File: config.mk
export PLATFORM = sky130hd
export DESIGN_NAME = div16_seq
export DESIGN_NICKNAME = d
export VERILOG_FILES = /design/src/rtl/div16_seq.sv
export SDC_FILE = /design/constraint.sdc
export NUM_CORES = 1
export LEC_CHECK = 0
export BUFFER_PORTS_ARGS = -buffer_cell sky130_fd_sc_hd__buf_2
export CORE_UTILIZATION = 50
export CTS_BUF_LIST = sky130_fd_sc_hd__clkbuf_4
export DETAILED_ROUTE_END_ITERATION = 6
export PLACE_DENSITY = 0.8
export SKIP_CTS_REPAIR_TIMING = 1
export SLEW_MARGIN = 10
export SYNTH_ARGS = -nofsm -noshare
export SYNTH_HDL_FRONTEND = slang
export SYNTH_SLANG_ARGS = --single-unit
File: constraint.sdc
create_clock -name clk -period 2.8 [get_ports clk]
set_clock_uncertainty 0.05 [all_clocks]
set_input_delay 0.42 -clock clk [delete_from_list [all_inputs] [get_ports clk]]
set_output_delay 0.42 -clock clk [all_outputs]
set_load 0.1 [all_outputs]
File: src/rtl/div16_seq.sv
// div16_seq: sequential restoring unsigned divider, one quotient bit per cycle
module div16_seq #(
   parameter int WIDTH = 16
) (
   input  logic             clk,
   input  logic             rst,
   input  logic             start,
   input  logic [WIDTH-1:0] op1_16,
   input  logic [WIDTH-1:0] op2_16,
   output logic [WIDTH-1:0] quot_16,
   output logic [WIDTH-1:0] rem_16,
   output logic             busy,
   output logic             done,
   output logic             div_by_zero
);
   localparam logic [1:0] IDLE = 2'd0;
   localparam logic [1:0] RUN  = 2'd1;
   localparam logic [1:0] FIN  = 2'd2;
   localparam logic [4:0] LAST = 5'(WIDTH - 1);

   logic [1:0]       state;
   logic [4:0]       cnt;
   logic [WIDTH-1:0] dvd;
   logic [WIDTH-1:0] dsr;
   logic [WIDTH:0]   prem;
   logic [WIDTH:0]   shifted;
   logic [WIDTH+1:0] sum;
   logic             borrow;
   logic             dsr_zero;

   // trial subtraction: shifted remainder plus two's complement of the divisor;
   // prem[WIDTH] is always 0 after a restore, used as the extension bit of the add
   always_comb begin
      shifted  = {prem[WIDTH-1:0], dvd[WIDTH-1]};
      sum      = {prem[WIDTH], shifted} + {1'b0, ~{1'b0, dsr}} + {{(WIDTH+1){1'b0}}, 1'b1};
      borrow   = ~sum[WIDTH+1];
      dsr_zero = dsr == '0;
   end

   // control FSM, iteration datapath and result registers
   always_ff @(posedge clk) begin
      if (rst) begin
         state       <= IDLE;
         cnt         <= '0;
         dvd         <= '0;
         dsr         <= '0;
         prem        <= '0;
         busy        <= 1'b0;
         done        <= 1'b0;
         div_by_zero <= 1'b0;
         quot_16     <= '0;
         rem_16      <= '0;
      end else begin
         done <= state == FIN;
         case (state)
            IDLE: if (start) begin
               dvd         <= op1_16;
               dsr         <= op2_16;
               prem        <= '0;
               cnt         <= '0;
               div_by_zero <= 1'b0;
               busy        <= op2_16 != '0;
               state       <= op2_16 != '0 ? RUN : FIN;
            end
            RUN: begin
               prem  <= borrow ? shifted : sum[WIDTH:0];
               dvd   <= {dvd[WIDTH-2:0], ~borrow};
               cnt   <= cnt == LAST ? cnt : cnt + 5'd1;
               state <= cnt == LAST ? FIN : RUN;
            end
            FIN: begin
               state       <= IDLE;
               busy        <= 1'b0;
               quot_16     <= dsr_zero ? '1 : dvd;
               rem_16      <= dsr_zero ? dvd : prem[WIDTH-1:0];
               div_by_zero <= dsr_zero;
            end
            default: state <= IDLE;
         endcase
      end
   end
endmodule

* Word level (Yosys, flattened, before mapping)
Cells that the tools add are included.
** Operators by class
- $add $sub $neg :: 3
- Eq/ne operators :: 5
- Muxes and demuxes :: 18
- Bitwise gates (word level) :: 1
- Reduce and logical (&&, ||, !) cells :: 9
** Operator list (count)
- $mux W16 :: 3
- $mux W17 :: 2
- $pmux W17 S2 :: 1
- $pmux W16 S2 :: 1
- $add A18 B1 Y18 const B :: 1
- $add A18 B17 Y18 :: 1
- $not A16 Y17 :: 1
- $logic_not A16 Y1 :: 1
- $reduce_bool A16 Y1 :: 1
- $mux W5 :: 2
- $pmux W5 S2 :: 1
- $mux W2 :: 3
- $reduce_and A2 Y1 :: 3
- $add A5 B1 Y5 const B :: 1
- $eq A5 B4 Y1 const B :: 1
- $ne A2 B2 Y1 const B :: 2
- $pmux W1 S2 :: 2
- $pmux W2 S2 :: 1
- $reduce_bool A2 Y1 :: 2
- $reduce_and A3 Y1 :: 1
- $eq A2 B1 Y1 const B :: 1
- $eq A2 B2 Y1 const B :: 1
- $logic_not A2 Y1 :: 1
- $mux W1 :: 2
** Word-level totals
- Flip-flop bits (word level) :: 91
- Input port bits :: 35
- Output and inout port bits :: 35
- Logic and storage cells :: 46

* Logic depth before layout (Yosys ltp)
Gate-level depths: netlist of the first run.
- Depth after elaboration :: 5
- Gate-level depth with buffers :: 11
- Gate-level depth less buffers :: 10

* Worst setup path before layout of the first run
OpenSTA, ideal clock, no wires.
- Path kind :: register to register
- Start point :: reg dsr[12]
- End point :: reg prem[16]
- Setup time :: 0.063 ns
- Arrival :: 2.328 ns
- Data required time :: 2.687 ns
- Path slack :: 0.359 ns
- Stages on the path, launching flop included :: 11
- Buffers on the path :: 1
- Clock period less this slack :: 2.441 ns
- Cells stage by stage :: dfxtp_1 inv_1 ha_1 buf_6 a21oi_2 o21ai_2 a2111oi_4 o211ai_4 xnor2_2 or4_1 nand3_1
** On the way
- Cells in the longest elaborated chain, start to end :: 5
** Ends and longest elaborated chain
- start: declaration :: line 24 : logic [WIDTH-1:0] dsr;
- start signal: assignment :: line 58 : dsr <= op2_16;
- $not A16 Y17 :: line 35 : sum = {prem[WIDTH], shifted} + {1'b0, ~{1'b0, dsr}} + {{(WIDTH+1){1'b0}}, 1'b1};
- $add A18 B17 Y18 :: line 35
- $add A18 B1 Y18 :: line 35
- $mux W17 :: line 66 : prem <= borrow ? shifted : sum[WIDTH:0];
- $pmux W17 S2 :: line 55 : case (state)
- end signal: assignment :: line 66
- end: declaration :: line 25 : logic [WIDTH:0] prem;
No other way between the ends.
A chain may end at the register's enable or synchronous reset.

* Worst setup path in the final report of the first run
- Start point :: reg dsr[14]
- End point :: reg prem[10]
The elaborated chain is that of the path after synthesis.

==> qor.csv, run 1 <==
metric,value,unit
placed insts,754,
Final setup viols,0,
Syn Nets,659,
TritonCTS Buffers,9,
Final ANT Viol Nets,0,
R2R cell count,10,
Syn Inst Count,605,
clk root buf,clkbuf_4,
Worst Hold Endpoint,dsr[3]$_SDFFE_PP0P_,
pin count of the biggest net entering global routing,37,
CP cell instances,inv_1 > ha_1 > a21oi_1 > nor2b_1 > a2111oi_4 > o211ai_4 > xor2_2 > buf_4 > nand2_1 > o21ai_0,
per-cell routed wire length,15.4,µm
initial antenna violation count,0,
DIE AREA,9710,µm²
ant diodes,0,
Buffers on Ports,69,
leakage,2.15,nW
crit path max-delay cell type,dfxtp_1,
CTS tree,done,
share of the synthesized area in the top cell type,0.391,
slew margin rel.,0.498,
GRT Total Usage,0.255,
synth unique cells,52,
actual slew at the worst max-slew pin,0.753,ns
Worst path max stage delay,0.41,ns
Hold WC Path Type,in -> reg,
DR vias,4479,
Avg Inst Size Synth,7.71,µm²
fin cells,773,
Hold Fails Final Rpt,0,
most frequent cells in the layout,"nand2_1 (124), dfxtp_1 (91), buf_2 (69), nor2_1 (62), nand3_1 (42)",
"reg-to-reg slack, setup",0.19,ns
Worst Hold Depth,3,
post-DP HPWL,8880,µm
worst min-delay path startpoint,op2_16[3],
CP Launch Type,register,
"Area growth, synth to finish",13.6,%
Pwr Density,911,nW/µm²
status,"finished, final reports clean",
Total Wirelength,11900,µm
detailed-router iteration count before antenna repair,5,
Worst-path clk slew,0.14,ns
Clock Tree Buf Depth,2,
Critical Path AT,2.92,ns
Core Rows,34,
nets,715,
Horiz. Die Dim,98.6,µm
launch point of the worst reg-to-reg path,dsr[14]$_SDFFE_PP0P_,
GPL Wtd Cong,0.910,
1st-iter DRT viols,282,
post-synthesis sequential area ratio,0.391,
global-route wire length before repair,19900,µm
largest area contributor in the netlist,dfxtp_1,
Period minus WS final,2.61,ns
fmax,383,MHz
mapped cell area,4660,µm²
Synth warnings,0,
number of global-route vias before repair,4143,
CP max FO,9,
Synth Register Bits,91,
number of flops mapped to enable cells by yosys,0,
synth top area cells,"dfxtp_1 (39%), nand2_1 (10%), a311oi_1 (6.0%)",
GR Overflow Total,0,
number of max-cap violations,0,
Peak VDD IR,0.444,mV
H-tree depth,3,
Critical Path End Type,register,
post-synthesis async set-or-reset flop share,0,
Boundary Pins,70,
"most common cell after layout, fill and taps aside",nand2_1,
Crit Path Class,reg -> reg,
Worst Path Required,3.11,ns
Critical R2R Capture,prem[10]$_SDFFE_PP0P_,
Worst-Skew Late Latency,0.44,ns
# DRC,0,
Initial Utilization,0.524,
period utilisation layout,0.933,
core area,8890,µm²
DR vias/cell,5.79,
Max Slew Vio Count,0,
share of layout cells above drive strength 1,0.179,
DIE HEIGHT,98.6,µm
top_reg_cell synth,dfxtp_1,
clock sinks,91,
setup tns final,0,ns
[how the worst max path moves through the flow]
stage / startpoint / endpoint / cells after the start / slack, ns
CTS: dsr[10]$_SDFFE_PP0P_ / prem[16]$_SDFFE_PP0P_ / 9 / 0.03
global placement: dsr[10]$_SDFFE_PP0P_ / prem[16]$_SDFFE_PP0P_ / 9 / 0.13
finish: dsr[14]$_SDFFE_PP0P_ / prem[10]$_SDFFE_PP0P_ / 10 / 0.19
global route: dsr[10]$_SDFFE_PP0P_ / prem[10]$_SDFFE_PP0P_ / 10 / -0.0005
floorplan: dsr[12]$_SDFFE_PP0P_ / prem[16]$_SDFFE_PP0P_ / 10 / 0.36
detailed placement: dsr[10]$_SDFFE_PP0P_ / prem[16]$_SDFFE_PP0P_ / 9 / 0.09
[per-stage QoR]
| stage | util | power [mW] | area [µm²] | worst slack [ns] | hold slack (ns) |
|---|---|---|---|---|---|
| after floorplan | - | 3.27 | 4660 | 0.359 | 0.399 |
| after global placement | 0.572 | 3.73 | 5090 | 0.129 | 0.407 |
| after detailed placement | 0.572 | 3.76 | 5090 | 0.0855 | 0.412 |
| after CTS | 0.590 | 4.59 | 5250 | 0.0330 | 0.155 |
| after global routing | 0.595 | 5.10 | 5290 | -0.000542 | 0.161 |
| final | 0.595 | 4.82 | 5290 | 0.186 | 0.169 |
[power by group]
group	total [mW]	internal (mW)	switching, mW
combinational	2.43	1.03	1.40
sequential	1.57	1.41	0.157
clock	0.829	0.375	0.453
[state kept, by name, summed over array words and instances, names as in the netlist]
register and cells:
state 2, quot_16 16, done 1, div_by_zero 1, rem_16 16, dvd 16
prem 17, cnt 5, busy 1, dsr 16
[critical path: cells and delay by family (launching register included)]
kind                     cells  cell delay [ns]
adder cells (fa/ha/maj)      1             0.33
AO/OA/AOI/OAI                4             0.90
flip-flops                   1             0.41
AND/OR/NAND/NOR              2             0.17
buffers and inverters        2             0.33
XOR/XNOR                     1             0.34
[Yosys cell counts (all sizes together), types with 6 or more instances]
library cell	instances
a21o	7
a21oi	33
a311oi	32
clkbuf	38
dfxtp	91
ha	18
inv	20
nand2	125
nand3	42
nand4	6
nor2	64
nor2b	7
nor3	41
nor4	8
o21ai	9
xnor2	10
xor2	7
[kinds of logic (layout without fill, tap and decap cells)]
logic type | count (synthesis) | count (layout) | share of synthesized area
XOR/XNOR | 17 | 17 | 0.0352
multiplexers | 3 | 3 | 0.00671
adder cells (fa/ha/maj) | 19 | 19 | 0.0526
flip-flops | 91 | 91 | 0.391
buffers and inverters | 63 | 123 | 0.0545
AND/OR/NAND/NOR | 307 | 307 | 0.294
AO/OA/AOI/OAI | 105 | 105 | 0.166
[final cells by class]
type                            count  area, µm²
Clock inverter                      5       87.6
Timing Repair Buffer               88        488
Inverter                           20       75.1
Sequential cell                    91       1820
Fill cell                         802       3600
Multi-Input combinational cell    451       2610
Clock buffer                       10       75.1
Tap cell                          108        135
[metal layers]
metal / wire [µm] / part of all wire / track usage / up-vias
met5: 0 / 0 / 0 / -
met4: 306 / 0.026 / 0.108 / 0
met3: 542 / 0.046 / 0.0376 / 24
met2: 5610 / 0.47 / 0.405 / 135
met1: 5440 / 0.46 / 0.348 / 2089
li1: - / - / - / 2231
Power figures use the tool's default switching activity.
==> run 2: changes to the inputs <==
- CAP_MARGIN: default -> 20
- CORE_MARGIN: default -> 1
- clock period: 2.8 -> 3 ns (I/O delays scaled with it)
==> run 2 against run 1 <==
Worst setup slack better by 0.063 ns. Sequential power down 7%. Worst hold slack worse by 0.0086 ns. Total power down 14%. Global-route usage down 0.65 points. Combinational power down 14%. Sequential share of layout area up 0.82 points. Design area down 2.3%. Via count down 2.4%. First-iteration DRC count down 15%. Flip-flop and latch count unchanged. Routed wire length down 2.3%. Critical path type unchanged. Largest cell class unchanged. Highest routed layer unchanged.
==> qor.csv, run 2 (synthesis gave the netlist of run 1 again) <==
metric,value,unit,change
Max Slew Vio Count,0,,unchanged
ant diodes,0,,unchanged
"most common cell after layout, fill and taps aside",nand2_1,,
1st-iter DRT viols,241,,-15%
Core Rows,34,,unchanged
Buffers on Ports,69,,unchanged
GPL Wtd Cong,0.876,,-3.7%
# DRC,0,,unchanged
slew margin rel.,0.381,,-0.117
TritonCTS Buffers,9,,unchanged
fin cells,763,,-1.3%
CP max FO,16,,+7
Boundary Pins,70,,unchanged
leakage,2.09,nW,-3.1%
most frequent cells in the layout,"nand2_1 (124), dfxtp_1 (91), buf_2 (69), nor2_1 (62), nand3_1 (42)",,
GRT Total Usage,0.249,,-0.00655
"Design Area, Final",5170,µm²,-2.3%
Worst-path clk slew,0.16,ns,+0.02 ns
Worst-Skew Late Latency,0.46,ns,+0.02 ns
Hold Fails Final Rpt,0,,unchanged
placed insts,747,,-0.93%
global-route wire length before repair,19200,µm,-3.4%
DR vias,4373,,-2.4%
Critical Path End Type,register,,
Top reg by flops,prem,,
DIE AREA,9710,µm²,unchanged
final hold slack,0.160,ns,-0.00859 ns
Clock Tree Buf Depth,2,,unchanged
RSZ-0062 raised after global routing,false,,
setup tns final,0,ns,unchanged
H-tree depth,3,,unchanged
period utilisation layout,0.917,,-0.0166
CTS tree,done,,
initial antenna violation count,0,,unchanged
Total Wirelength,11600,µm,-2.3%
Final setup viols,0,,unchanged
GR Overflow Total,0,,unchanged
clk root buf,clkbuf_4,,
detailed-router iteration count before antenna repair,5,,unchanged
footprint of the multi-input gates,2610,µm²,-0.14%
DR vias/cell,5.73,,-1.1%
Period minus WS final,2.75,ns,+0.137 ns
core area,8890,µm²,unchanged
DIE HEIGHT,98.6,µm,unchanged
post-DP HPWL,8740,µm,-1.6%
Critical Path AT,3.11,ns,+0.19 ns
Final ANT Viol Nets,0,,unchanged
share of layout cells above drive strength 1,0.165,,-0.0141
number of max-cap violations,0,,unchanged
"Area growth, synth to finish",10.9,%,
per-cell routed wire length,15.2,µm,-1.0%
Hold WC Path Type,in -> reg,,
DP Area,5030,µm²,-1.0%
actual slew at the worst max-slew pin,0.926,ns,+0.173 ns
CP Launch Type,register,,
Crit Path Class,reg -> reg,,
clock sinks,91,,unchanged
Worst Path Required,3.35,ns,+0.24 ns
nets,704,,-1.5%
Initial Utilization,0.524,,unchanged
number of global-route vias before repair,3923,,-5.3%
Horiz. Die Dim,98.6,µm,unchanged
max reg flops,17,,unchanged
fmax,364,MHz,-5.0%
Fillers,827,,+3.1%
pin count of the biggest net entering global routing,48,,+30%
Pwr Density,806,nW/µm²,-12%
Peak VDD IR,0.514,mV,+16%
register area,1820,µm²,unchanged
status,"finished, final reports clean",,
-- run 2: report_power, final --
| part | internal [mW] | leakage, nW | switching (mW) |
|---|---|---|---|
| Sequential | 1.32 | 0.741 | 0.144 |
| Combinational | 0.814 | 1.28 | 1.27 |
| Clock | 0.190 | 0.0689 | 0.438 |
-- run 2: worst paths after layout --
| path | start | cells after the start | to | slack [ns] |
|---|---|---|---|---|
| hold reg to reg | dsr[2]$_SDFFE_PP0P_ | 2 | dsr[2]$_SDFFE_PP0P_ | 0.43 |
| hold / removal | op2_16[9] | 3 | dsr[9]$_SDFFE_PP0P_ | 0.16 |
| setup / recovery | dsr[10]$_SDFFE_PP0P_ | 9 | prem[16]$_SDFFE_PP0P_ | 0.25 |
| setup reg to reg | dsr[10]$_SDFFE_PP0P_ | 9 | prem[16]$_SDFFE_PP0P_ | 0.25 |
-- run 2: routing by layer --
| metal | global-route usage | routed length [µm] | vias to the layer above |
|---|---|---|---|
| met4 | 0.0827 | 229 | 0 |
| li1 | - | - | 2219 |
| met2 | 0.402 | 5440 | 124 |
| met1 | 0.341 | 5420 | 2011 |
| met3 | 0.0369 | 535 | 19 |
| met5 | 0.00513 | 0 | - |
-- run 2: critical path, stage by stage, from the launching register on --
cell	delay, ns
dfxtp_1	0.40
inv_1	0.06
ha_1	0.35
a21oi_1	0.26
o21ai_2	0.13
a2111oi_4	0.41
o211ai_4	0.20
xnor2_4	0.25
or4_1	0.51
nand3_1	0.09
-- run 2: through the flow --
step,util,setup WS (ns),total power [mW]
after floorplan,-,0.559,3.05
after global placement,0.566,0.307,3.50
after detailed placement,0.566,0.229,3.50
after CTS,0.580,0.189,4.12
after global routing,0.581,0.103,4.43
final,0.581,0.250,4.17
-- run 2: cell type report --
cell class | instances | area share
clock buffers | 10 | 0.0145
clock inverters | 6 | 0.00968
inverters | 20 | 0.0145
multi-input cells | 451 | 0.504
flip-flops and latches | 91 | 0.352
well taps | 108 | 0.0261
repair buffers | 77 | 0.0784
